## src/rtl/alu181_seq.sv

```systemverilog
// alu181_seq: multi-nibble ALU sequencer around an external 4-bit '181-style slice.
// It accepts one W-bit request, walks the slice across each nibble with a chained carry,
// and presents the assembled result on the response port until it is consumed.
//
// Handshake semantics (both ports): a transfer happens on a rising clk edge where
// valid and ready are both 1. req_ready is high only in IDLE, so at most one
// operation is ever in flight. rsp_valid is high only in DONE, and rsp_y/rsp_co
// hold steady until rsp_ready is sampled high.
module alu181_seq #(
    parameter int NIBBLES = 4,
    localparam int W = 4 * NIBBLES
) (
    input  logic         clk,
    input  logic         rst_n,
    // request
    input  logic         req_valid,
    output logic         req_ready,
    input  logic [3:0]   req_s,
    input  logic         req_m,
    input  logic         req_ci,
    input  logic [W-1:0] req_a,
    input  logic [W-1:0] req_b,
    // external combinational slice
    output logic [3:0]   alu_s,
    output logic         alu_m,
    output logic         alu_ci,
    output logic [3:0]   alu_a,
    output logic [3:0]   alu_b,
    input  logic [3:0]   alu_y,
    input  logic         alu_co,
    // response
    output logic         rsp_valid,
    input  logic         rsp_ready,
    output logic [W-1:0] rsp_y,
    output logic         rsp_co,
    // debug view of the FSM state (0 = IDLE, 1 = RUN, 2 = DONE)
    output logic [1:0]   dbg_state
);

    localparam int IW = (NIBBLES > 1) ? $clog2(NIBBLES) : 1;
    localparam logic [IW-1:0] LAST_IDX = IW'(NIBBLES - 1);

    typedef enum logic [1:0] {
        IDLE = 2'd0,
        RUN  = 2'd1,
        DONE = 2'd2
    } state_t;

    state_t        state_q, state_d;
    logic [IW-1:0] idx_q, idx_d;
    logic          cy_q, cy_d;
    logic [3:0]    s_q, s_d;
    logic          m_q, m_d;
    logic [W-1:0]  a_q, a_d;
    logic [W-1:0]  b_q, b_d;
    logic [W-1:0]  res_q, res_d;

    logic [3:0]    nib_a;
    logic [3:0]    nib_b;

    // State and datapath registers; reset aborts any operation in flight.
    always_ff @(posedge clk or negedge rst_n) begin
        if (!rst_n) begin
            state_q <= IDLE;
            idx_q   <= '0;
            cy_q    <= 1'b0;
            s_q     <= '0;
            m_q     <= 1'b0;
            a_q     <= '0;
            b_q     <= '0;
            res_q   <= '0;
        end else begin
            state_q <= state_d;
            idx_q   <= idx_d;
            cy_q    <= cy_d;
            s_q     <= s_d;
            m_q     <= m_d;
            a_q     <= a_d;
            b_q     <= b_d;
            res_q   <= res_d;
        end
    end

    // Next-state logic: accept in IDLE, step through nibbles in RUN, wait for consumer in DONE.
    always_comb begin
        state_d = state_q;
        case (state_q)
            IDLE:    if (req_valid)          state_d = RUN;
            RUN:     if (idx_q == LAST_IDX)  state_d = DONE;
            DONE:    if (rsp_ready)          state_d = IDLE;
            default:                         state_d = IDLE;
        endcase
    end

    // Select the current operand nibbles from the latched operands.
    always_comb begin
        nib_a = '0;
        nib_b = '0;
        for (int i = 0; i < NIBBLES; i++) begin
            if (idx_q == IW'(i)) begin
                nib_a = a_q[4*i +: 4];
                nib_b = b_q[4*i +: 4];
            end
        end
    end

    // Datapath updates: latch request on accept, collect slice results and carry in RUN.
    always_comb begin
        idx_d = idx_q;
        cy_d  = cy_q;
        s_d   = s_q;
        m_d   = m_q;
        a_d   = a_q;
        b_d   = b_q;
        res_d = res_q;
        case (state_q)
            IDLE: begin
                if (req_valid) begin
                    s_d   = req_s;
                    m_d   = req_m;
                    a_d   = req_a;
                    b_d   = req_b;
                    cy_d  = req_ci;
                    idx_d = '0;
                end
            end
            RUN: begin
                for (int i = 0; i < NIBBLES; i++) begin
                    if (idx_q == IW'(i)) begin
                        res_d[4*i +: 4] = alu_y;
                    end
                end
                // Logic mode keeps the carry untouched; the slice carry is meaningless there.
                if (!m_q) begin
                    cy_d = alu_co;
                end
                // Last nibble leaves idx parked rather than wrapping.
                if (idx_q != LAST_IDX) begin
                    idx_d = idx_q + IW'(1);
                end
            end
            default: ;
        endcase
    end

    // Outputs: slice drive only in RUN, response only in DONE, zero elsewhere.
    always_comb begin
        req_ready = rst_n && (state_q == IDLE);
        alu_s     = '0;
        alu_m     = 1'b0;
        alu_ci    = 1'b0;
        alu_a     = '0;
        alu_b     = '0;
        rsp_valid = 1'b0;
        rsp_y     = '0;
        rsp_co    = 1'b0;
        if (state_q == RUN) begin
            alu_s  = s_q;
            alu_m  = m_q;
            alu_ci = cy_q;
            alu_a  = nib_a;
            alu_b  = nib_b;
        end
        if (state_q == DONE) begin
            rsp_valid = 1'b1;
            rsp_y     = res_q;
            rsp_co    = m_q ? 1'b0 : cy_q;
        end
    end

    assign dbg_state = state_q;

endmodule

```

## config.mk

```make
export PLATFORM = sky130hd
export DESIGN_NAME = alu181_seq
export DESIGN_NICKNAME = d
export VERILOG_FILES = /design/src/rtl/alu181_seq.sv
export SDC_FILE = /design/constraint.sdc
export NUM_CORES = 1
export LEC_CHECK = 0
export CORE_ASPECT_RATIO = 1.2
export CORE_UTILIZATION = 42
export DETAILED_ROUTE_END_ITERATION = 7
export PLACE_DENSITY = 0.79
export SLEW_MARGIN = 10
export SYNTH_ARGS = -nofsm -noshare
export SYNTH_HDL_FRONTEND = slang
export SYNTH_SLANG_ARGS = --single-unit
```

## constraint.sdc

```tcl
create_clock -name clk -period 1.7 [get_ports clk]
set_clock_uncertainty 0.1 [all_clocks]
set_input_delay 0.255 -clock clk [delete_from_list [all_inputs] [get_ports clk]]
set_output_delay 0.255 -clock clk [all_outputs]
set_load 0.02 [all_outputs]
```

== Word-level counts from Yosys, hierarchy flattened ==
Cells that the tools add are included.

* Output and inout bits: 35
* Word-level logic and storage cells: 62
* Input bits: 47
* Register bits after elaboration: 58

* Eq/ne operators: 11
* Reduce and logical (&&, ||, !) cells: 12
* $add $sub $neg: 1
* Multiplexer cells: 27

{| class="wikitable"
|+ Operators by type and width
! cell !! count
|-
| $mux W4 || 11
|-
| $mux W16 || 1
|-
| $ne A2 B2 Y1 const B || 6
|-
| $mux W2 || 5
|-
| $reduce_and A2 Y1 || 5
|-
| $reduce_and A3 Y1 || 3
|-
| $mux W1 || 7
|-
| $eq A2 B2 Y1 const B || 3
|-
| $pmux W2 S3 || 1
|-
| $eq A2 B1 Y1 const B || 2
|-
| $logic_not A2 Y1 || 2
|-
| $pmux W2 S2 || 1
|-
| $add A2 B1 Y2 const B || 1
|-
| $pmux W1 S2 || 1
|-
| $reduce_bool A2 Y1 || 1
|-
| $logic_and A1 B1 Y1 || 1
|}

== Logic depth before layout (Yosys ltp) ==
Gate-level depths: netlist (run 1).

* Depth in word-level cells: 6
* Gate-level depth with buffers: 6
* Gate-level depth less buffers: 5

== Least setup slack after synthesis (run 1) ==
Ideal clock, no wire load.

* Kind: register -> output
* Start point: register idx_q[0]
* End point: output alu_a[0]
* Path buffers: 1
* Path slack: -507 ps
* Data arrival time: 1852 ps
* Data required time: 1345 ps
* Cell stages (with the launch flop): 6
* Cell sequence: dfrtp_1 inv_1 ha_1 clkbuf_1 a221oi_1 o41ai_1

* Cells in the longest elaborated chain, start to end: 6
* Elaborated cells on any way between the ends: 9
* Classes of those cells: 3 x eq/ne; 5 x mux; 1 x reduce/logical

{| class="wikitable"
|+ Ends and longest elaborated chain
! item !! line !! text
|-
| start: declaration || 50 || <nowiki>logic [IW-1:0] idx_q, idx_d;</nowiki>
|-
| start signal: assignment || 74 || <nowiki>idx_q <= idx_d;</nowiki>
|-
| $logic_not A2 Y1 || 100 || <nowiki>if (idx_q == IW'(i)) begin</nowiki>
|-
| $mux W4 (3 in a row) || 100 ||
|-
| $mux W4 * || 100 ||
|-
| $mux W4 * || 157 || <nowiki>if (state_q == RUN) begin</nowiki>
|-
| end: declaration || 27 || <nowiki>output logic [3:0] alu_a,</nowiki>
|}

Every way passes the cells marked *; elsewhere a longest branch is shown, timed or not.

== Worst setup path after layout (run 1) ==
Same ends and word-level chain as after synthesis.

==> results of run 1 <==
critical path, cell delays in order (launching register included):
cell     delay [ps]
dfrtp_1         430
inv_2            90
buf_6           130
ha_4            170
buf_6           140
nor2b_4         130
o41ai_4         370
buf_4           210
worst paths after layout:
kind / start / end
worst max-delay path: idx_q[0] / alu_a[0]
worst min-delay path: rst_n / a_q[8]
worst max register to register: dbg_state[1] / b_q[3]
worst min register to register: res_q[3] / res_q[3]
max in group asynchronous: rst_n / b_q[3]
min in group clk: alu_co / cy_q
cells in the mapped netlist, types with 3 or more instances:
master	n	area, um2
o41ai_1	7	61.3
dfrtp_1	58	1450
mux2_1	16	180
nor3b_1	4	30.0
nand2_2	4	25.0
buf_2	5	25.0
o21ai_0	3	15.0
and2_1	22	138
mux2_2	38	428
ha_1	4	50.1
inv_1	5	18.8
nand3_1	7	35.0
a221oi_1	8	70.1
nor2b_1	10	62.6
clkbuf_1	5	18.8
state kept, by name (all words and copies together), names as in the netlist:
register and count:
a_q 16, b_q 16, res_q 16, s_q 4, dbg_state 2, idx_q 2
cy_q 1, m_q 1
cell usage in the layout, fill, tap and decap left out, types with 2 or more instances in the layout:
master	instances
dfrtp_1	58
clkdlybuf4s50_1	45
mux2_4	43
buf_6	42
buf_4	33
and2_4	22
clkbuf_8	11
mux2_1	10
o41ai_4	7
nand3_2	6
clkbuf_16	6
buf_12	6
nor2b_4	5
a221oi_4	5
buf_8	5
inv_2	4
nor2b_1	3
a221oi_2	3
ha_4	3
nand2_1	2
nor2b_2	2
nor3b_1	2
nor3b_2	2
nand2_8	2
nand2_4	2
clkinv_2	2
buf_16	2
buf_2	2
per-layer routing:
layer  up-vias  global-route usage, %
met4         0                   11.6
met2       122                   43.0
met3        44                   6.05
met5         -                      0
li1       1029                      -
met1      1240                   30.1
power by group through the flow:
stage	Sequential (mW)	Combinational (mW)	Clock (mW)
after floorplan	2.44	2.66	0
after global placement	2.48	4.20	0
after detailed placement	2.53	4.32	0
after CTS	2.59	5.35	1.25
after global routing	2.81	7.09	1.36
final	2.76	6.82	1.32
logic make-up after synthesis:
family | share of synthesized area [%]
compound gates | 5.99
flops | 53.9
fa+ha+maj | 1.86
mux | 22.6
buf+inv | 3.02
simple gates | 12.7
what timing repair did:
item / in CTS / in global routing
hold buffers: 0 / 0
resized for setup: 271 / 76
pin swaps: 12 / 23
buffers inserted: 18 / 14
cloned: 3 / 7
setup endpoints to repair: 36 / 89
area by class of cell:
type,instances,share of cell area [%]
clock buffers,11,2.93
multi-input cells,134,35.1
well taps,82,1.98
repair buffers,142,30.8
flip-flops and latches,58,28.1
clock inverters,3,0.775
inverters,5,0.363
diodes,1,0.0484
==> results_tabular.tex, run 1 <==
\begin{tabular}{lr}
\hline
Metric & Value \\
\hline
\multicolumn{2}{l}{\textbf{Outcome}} \\
Status & finished with violations \\
Violations in the final reports & setup timing \\
\multicolumn{2}{l}{\textbf{Floorplan}} \\
Core box area & 6130 um2 \\
IO Count & 82 \\
Die Footprint & 6740 um2 \\
Die width & 75.1 um \\
Effective utilization at floorplan & 44.0\% \\
Row Count & 31 \\
Y dimension of the die & 89.7 um \\
\multicolumn{2}{l}{\textbf{Final layout}} \\
Multi-input gate area in the final layout & 1810 um2 \\
Total non-filler cell area in the finished layout & 5170 um2 \\
Final \#Nets & 401 \\
Utilization after layout & 84.3\% \\
Layout Cells excl Fill & 436 \\
Layout cell share with drive strength beyond 1 & 63.7\% \\
Layout fillers & 279 \\
Sequential cell area in the final layout & 1450 um2 \\
Area growth, synth to finish & 91.9\% \\
\multicolumn{2}{l}{\textbf{Route}} \\
Number of search-and-repair iterations in the first detailed-routing pass & 4 \\
Routed wl met3 & 589 um \\
Total wire length after detailed routing & 10,600 um \\
Count of antenna-violating nets left after detailed routing & 0 \\
Top layer in use & met4 \\
DRT met1 WL & 4000 um \\
Via count & 2,435 \\
Vias per Instance & 5.58 \\
Drt wl/cell & 24.2 um \\
Met2 WL post-DR & 5580 um \\
Residual DRC & 0 \\
Count of routing violations after the opening detailed-route iteration & 98 \\
\multicolumn{2}{l}{\textbf{Power}} \\
Relative contribution of the clock network to total power & 12.1\% \\
Sw power & 4.18 mW \\
Sum of internal, switching and leakage power & 10.9 mW \\
Maximum vdd ir drop & 0.00135 V \\
Sequential Power Share & 25.3\% \\
Switching share of total power & 38.4\% \\
P per Cell Area & 2110 nW/um2 \\
Leakage & 2.33 nW \\
Internal Power & 6.71 mW \\
Combinational share of power & 62.6\% \\
\multicolumn{2}{l}{\textbf{Clocking}} \\
Max H-tree Level & 3 \\
Count of clock tree sinks & 58 \\
Total clock buffers created by CTS & 9 \\
Reg clk slew, reported paths & 70 ps \\
Root buffer selected by CTS & clkbuf\_8 \\
Insertion delay of the later-clocked pin in the worst-skew pair & 350 ps \\
Clock tree from TritonCTS & done \\
Maximum clock path buffer count & 2 \\
\multicolumn{2}{l}{\textbf{Synthesis}} \\
Sequential-to-total area share from yosys stat & 53.9\% \\
Area of the mapped netlist & 2690 um2 \\
Number of warnings reported in the yosys synthesis log & 0 \\
Post-synthesis instance total & 210 \\
Mapped Avg Cell Area & 12.8 um2 \\
Number of enable-type register cells in the synthesized netlist & 0 \\
Dominant register cell in the synthesized netlist & dfrtp\_1 \\
Synthesized net count & 261 \\
Flip-flop and latch count after synthesis & 58 \\
Number of distinct library cells after synthesis & 25 \\
Synth async-reset ratio & 100\% \\
\multicolumn{2}{l}{\textbf{STA}} \\
Final Hold Slack & 43.6 ps \\
Worst setup slack after layout & -670 ps \\
Hold violation total from the final report & 0 \\
Fmax & 422 MHz \\
Setup violators final & 91 \\
Post-route clock period utilization & 139\% \\
Max Transition Viols Final & 0 \\
RSZ-0062 raised after global routing & yes \\
Final TNS setup & -24,910 ps \\
Slew @ Worst Pin & 721 ps \\
Final critical-path required period & 2370 ps \\
Rel. slew slack & 51.9\% \\
\multicolumn{2}{l}{\textbf{Critical path}} \\
Setup slack on the worst flop-to-flop path & -320 ps \\
CP arrival & 2010 ps \\
Crit start category & flip-flop \\
Startpoint-to-endpoint class of the critical path & flip-flop to primary output \\
Endpoint type of the worst setup path & primary output \\
Cells on worst reg2reg path & 8 \\
Worst path required time & 1340 ps \\
Critical Path Fanout Max & 7 \\
\multicolumn{2}{l}{\textbf{Place}} \\
Weighted congestion reported at the end of routability-driven placement & 0.765 \\
HPWL after DPL & 4510 um \\
Placed cell areas & 3980 um2 \\
Count of input and output buffers & 81 \\
Placement-stage worst setup slack & -697 ps \\
Cell count after placement & 387 \\
\multicolumn{2}{l}{\textbf{GRT}} \\
Pin count of the biggest net entering global routing & 59 \\
Number of antenna violations at the first check in global routing & 1 \\
Vias in the first global route & 2,404 \\
Total congestion overflow & 0 \\
Wire length of the first global-routing pass & 12,500 um \\
Aggregate global-route resource usage & 25.6\% \\
\multicolumn{2}{l}{\textbf{Job}} \\
Max\_cap viols & 0 \\
\multicolumn{2}{l}{\textbf{Worst hold path}} \\
Worst min-delay path class & input pin to asynchronous set/reset pin \\
\hline
\end{tabular}
(Power assumes the default switching activity.)
==> run 2, diff against run 1 <==
--- a/config.mk
+++ b/config.mk
@@ -5,6 +5,7 @@
 export SDC_FILE = /design/constraint.sdc
 export NUM_CORES = 1
 export LEC_CHECK = 0
+export CAP_MARGIN = 20
 export CORE_ASPECT_RATIO = 1.2
 export CORE_UTILIZATION = 42
 export DETAILED_ROUTE_END_ITERATION = 7
==> constraint.sdc (replaced) <==
create_clock -name clk -period 1.7 [get_ports clk]
set_clock_uncertainty 0.1 [all_clocks]
set_input_delay 0.255 -clock clk [delete_from_list [all_inputs] [get_ports clk]]
set_output_delay 0.255 -clock clk [all_outputs]
set_load 0.1 [all_outputs]
==> results_tabular.tex, run 2 (synthesis gave the netlist of run 1 again) <==
\begin{tabular}{lr}
\hline
Metric & Value \\
\hline
\multicolumn{2}{l}{\textbf{Final layout}} \\
Area growth, synth to finish & 102\% \\
Utilization after layout & 88.7\% (+4.4 points) \\
Final \#Nets & 391 (-2.5\%) \\
Multi-input gate area in the final layout & 1820 um2 (+0.62\%) \\
Most common cell after layout, fill and taps aside & dfrtp\_1 \\
Layout cell share with drive strength beyond 1 & 62.9\% (-0.84 points) \\
Registers with the most flip-flops & a\_q x16, b\_q x16, res\_q x16 \\
Sequential cell area in the final layout & 1460 um2 (+0.52\%) \\
Layout fillers & 250 (-10\%) \\
Number of inserted diodes & 0 (-1) \\
Highest-count cells in the layout ignoring fill and taps & dfrtp\_1 (56), clkdlybuf4s50\_1 (45), mux2\_4 (43) \\
\multicolumn{2}{l}{\textbf{Route}} \\
Number of search-and-repair iterations in the first detailed-routing pass & 4 (unchanged) \\
Count of antenna-violating nets left after detailed routing & 0 (unchanged) \\
Count of routing violations after the opening detailed-route iteration & 167 (+70\%) \\
Via count & 2,438 (+0.12\%) \\
Residual DRC & 0 (unchanged) \\
Vias per Instance & 5.71 (+2.2\%) \\
Drt wl/cell & 25.1 um (+3.7\%) \\
Total wire length after detailed routing & 10,700 um (+1.5\%) \\
\multicolumn{2}{l}{\textbf{Critical path}} \\
Worst path required time & 1340 ps (about the same) \\
Crit start category & flip-flop \\
Endpoint type of the worst setup path & primary output \\
Setup slack on the worst flop-to-flop path & -200 ps (+120 ps) \\
CP arrival & 2050 ps (+40 ps) \\
Critical Path Fanout Max & 7 (unchanged) \\
Endpoint of the worst-slack reg-to-reg timing path & s\_q[2] \\
Worst R2R Start & dbg\_state[1] \\
Startpoint-to-endpoint class of the critical path & flip-flop to primary output \\
Cells on worst reg2reg path & 6 (-2) \\
\multicolumn{2}{l}{\textbf{Worst hold path}} \\
Worst min-delay path class & flip-flop to flip-flop \\
Worst Hold Depth & 1 \\
Min-Delay Endpoint & res\_q[3] \\
Launch point of the worst hold path & res\_q[3] \\
\multicolumn{2}{l}{\textbf{STA}} \\
Max Transition Viols Final & 0 (unchanged) \\
Post-route clock period utilization & 141\% (+1.9 points) \\
Final critical-path required period & 2400 ps (+31.9 ps) \\
Fmax & 416 MHz (-1.3\%) \\
Hold violation total from the final report & 0 (unchanged) \\
RSZ-0062 raised after global routing & yes \\
Rel. slew slack & 70.8\% (+19 points) \\
Slew @ Worst Pin & 438 ps (-283 ps) \\
Worst setup slack after layout & -701 ps (-31.9 ps) \\
Setup violators final & 79 (-13\%) \\
\multicolumn{2}{l}{\textbf{GRT}} \\
Total congestion overflow & 0 (unchanged) \\
Pin count of the biggest net entering global routing & 34 (-42\%) \\
Vias in the first global route & 2,504 (+4.2\%) \\
Wire length of the first global-routing pass & 13,600 um (+9.2\%) \\
Aggregate global-route resource usage & 28.0\% (+2.4 points) \\
Number of antenna violations at the first check in global routing & 0 (-1) \\
\multicolumn{2}{l}{\textbf{Outcome}} \\
Status & finished with violations \\
Violations in the final reports & setup timing \\
\multicolumn{2}{l}{\textbf{Place}} \\
Weighted congestion reported at the end of routability-driven placement & 0.733 (-4.1\%) \\
Count of input and output buffers & 81 (unchanged) \\
HPWL after DPL & 4760 um (+5.6\%) \\
\multicolumn{2}{l}{\textbf{Floorplan}} \\
Effective utilization at floorplan & 44.0\% (unchanged) \\
Row Count & 31 (unchanged) \\
Die width & 75.1 um (unchanged) \\
Y dimension of the die & 89.7 um (unchanged) \\
IO Count & 82 (unchanged) \\
Die Footprint & 6740 um2 (unchanged) \\
Core box area & 6130 um2 (unchanged) \\
\multicolumn{2}{l}{\textbf{Job}} \\
Max\_cap viols & 0 (unchanged) \\
\multicolumn{2}{l}{\textbf{Clocking}} \\
Insertion delay of the later-clocked pin in the worst-skew pair & 360 ps (about the same) \\
Max H-tree Level & 3 (unchanged) \\
Total clock buffers created by CTS & 9 (unchanged) \\
Root buffer selected by CTS & clkbuf\_8 \\
Reg clk slew, reported paths & 80 ps (about the same) \\
Maximum clock path buffer count & 2 (unchanged) \\
Count of clock tree sinks & 58 (unchanged) \\
Clock tree from TritonCTS & done \\
\hline
\end{tabular}
run 2: changes by cell type in the layout (fill, tap and decap cells not counted), sizes merged:
cell and delta:
buf -7, clkbuf -3, bufinv +1, clkinvlp +1, diode -1, dlygate4sd2 -1
dlygate4sd3 +1
run 2: routing by layer:
| metal | share of wire, % | vias to the layer above | track usage [%] |
|---|---|---|---|
| met4 | 3.5 | 0 | 10.8 |
| met5 | 0 | - | 0 |
| met3 | 4.1 | 36 | 6.84 |
| met1 | 38 | 1290 | 33.5 |
| met2 | 54 | 107 | 47.1 |
| li1 | - | 1005 | - |
run 2: area by class of cell:
type                    count  area share, %
clock buffers              11           2.60
clock inverters             5           1.43
inverters                   5          0.391
multi-input cells         134           33.5
flip-flops and latches     58           26.8
well taps                  82           1.89
repair buffers            132           33.3
run 2: repair_timing:
action,4_1_cts,5_1_grt
pin swaps,12,17
hold buffers,1,0
gates resized for setup,51,70
cloned,4,3
buffers inserted,14,13
hold endpoints to repair,58,0
setup endpoints to repair,35,79
run 2: per-stage QoR:
stage	setup slack, ps	instances	hold slack [ps]	setup TNS, ps	instance area (um2)
floorplan	-795	210	-141	-9000	3090
detailed placement	-306	381	206	-5870	4440
finish	-701	427	403	-20390	5440
CTS	-662	416	367	-20840	5070
global route	-758	427	414	-23010	5440
global placement	-249	381	196	-5350	4440
run 2: worst max-delay path, cell delays in order, from the launching register on:
cell	delay, ps
dfrtp_1	410
buf_6	140
ha_4	170
nor2b_4	120
buf_12	150
a221oi_2	80
o41ai_4	390
buf_12	220
run 2: worst max-delay path by stage:
stage / from / end / cells after the start
floorplan: idx_q[1] / alu_a[0] / 6
global placement: idx_q[0] / alu_b[3] / 7
detailed placement: idx_q[0] / alu_b[3] / 7
CTS: idx_q[0] / alu_a[3] / 7
global route: idx_q[0] / alu_b[3] / 7
finish: idx_q[0] / alu_b[3] / 7
Power of run 2 is not shown: default switching activity piles up to over one toggle a cycle in this logic, so the estimate is an artifact.
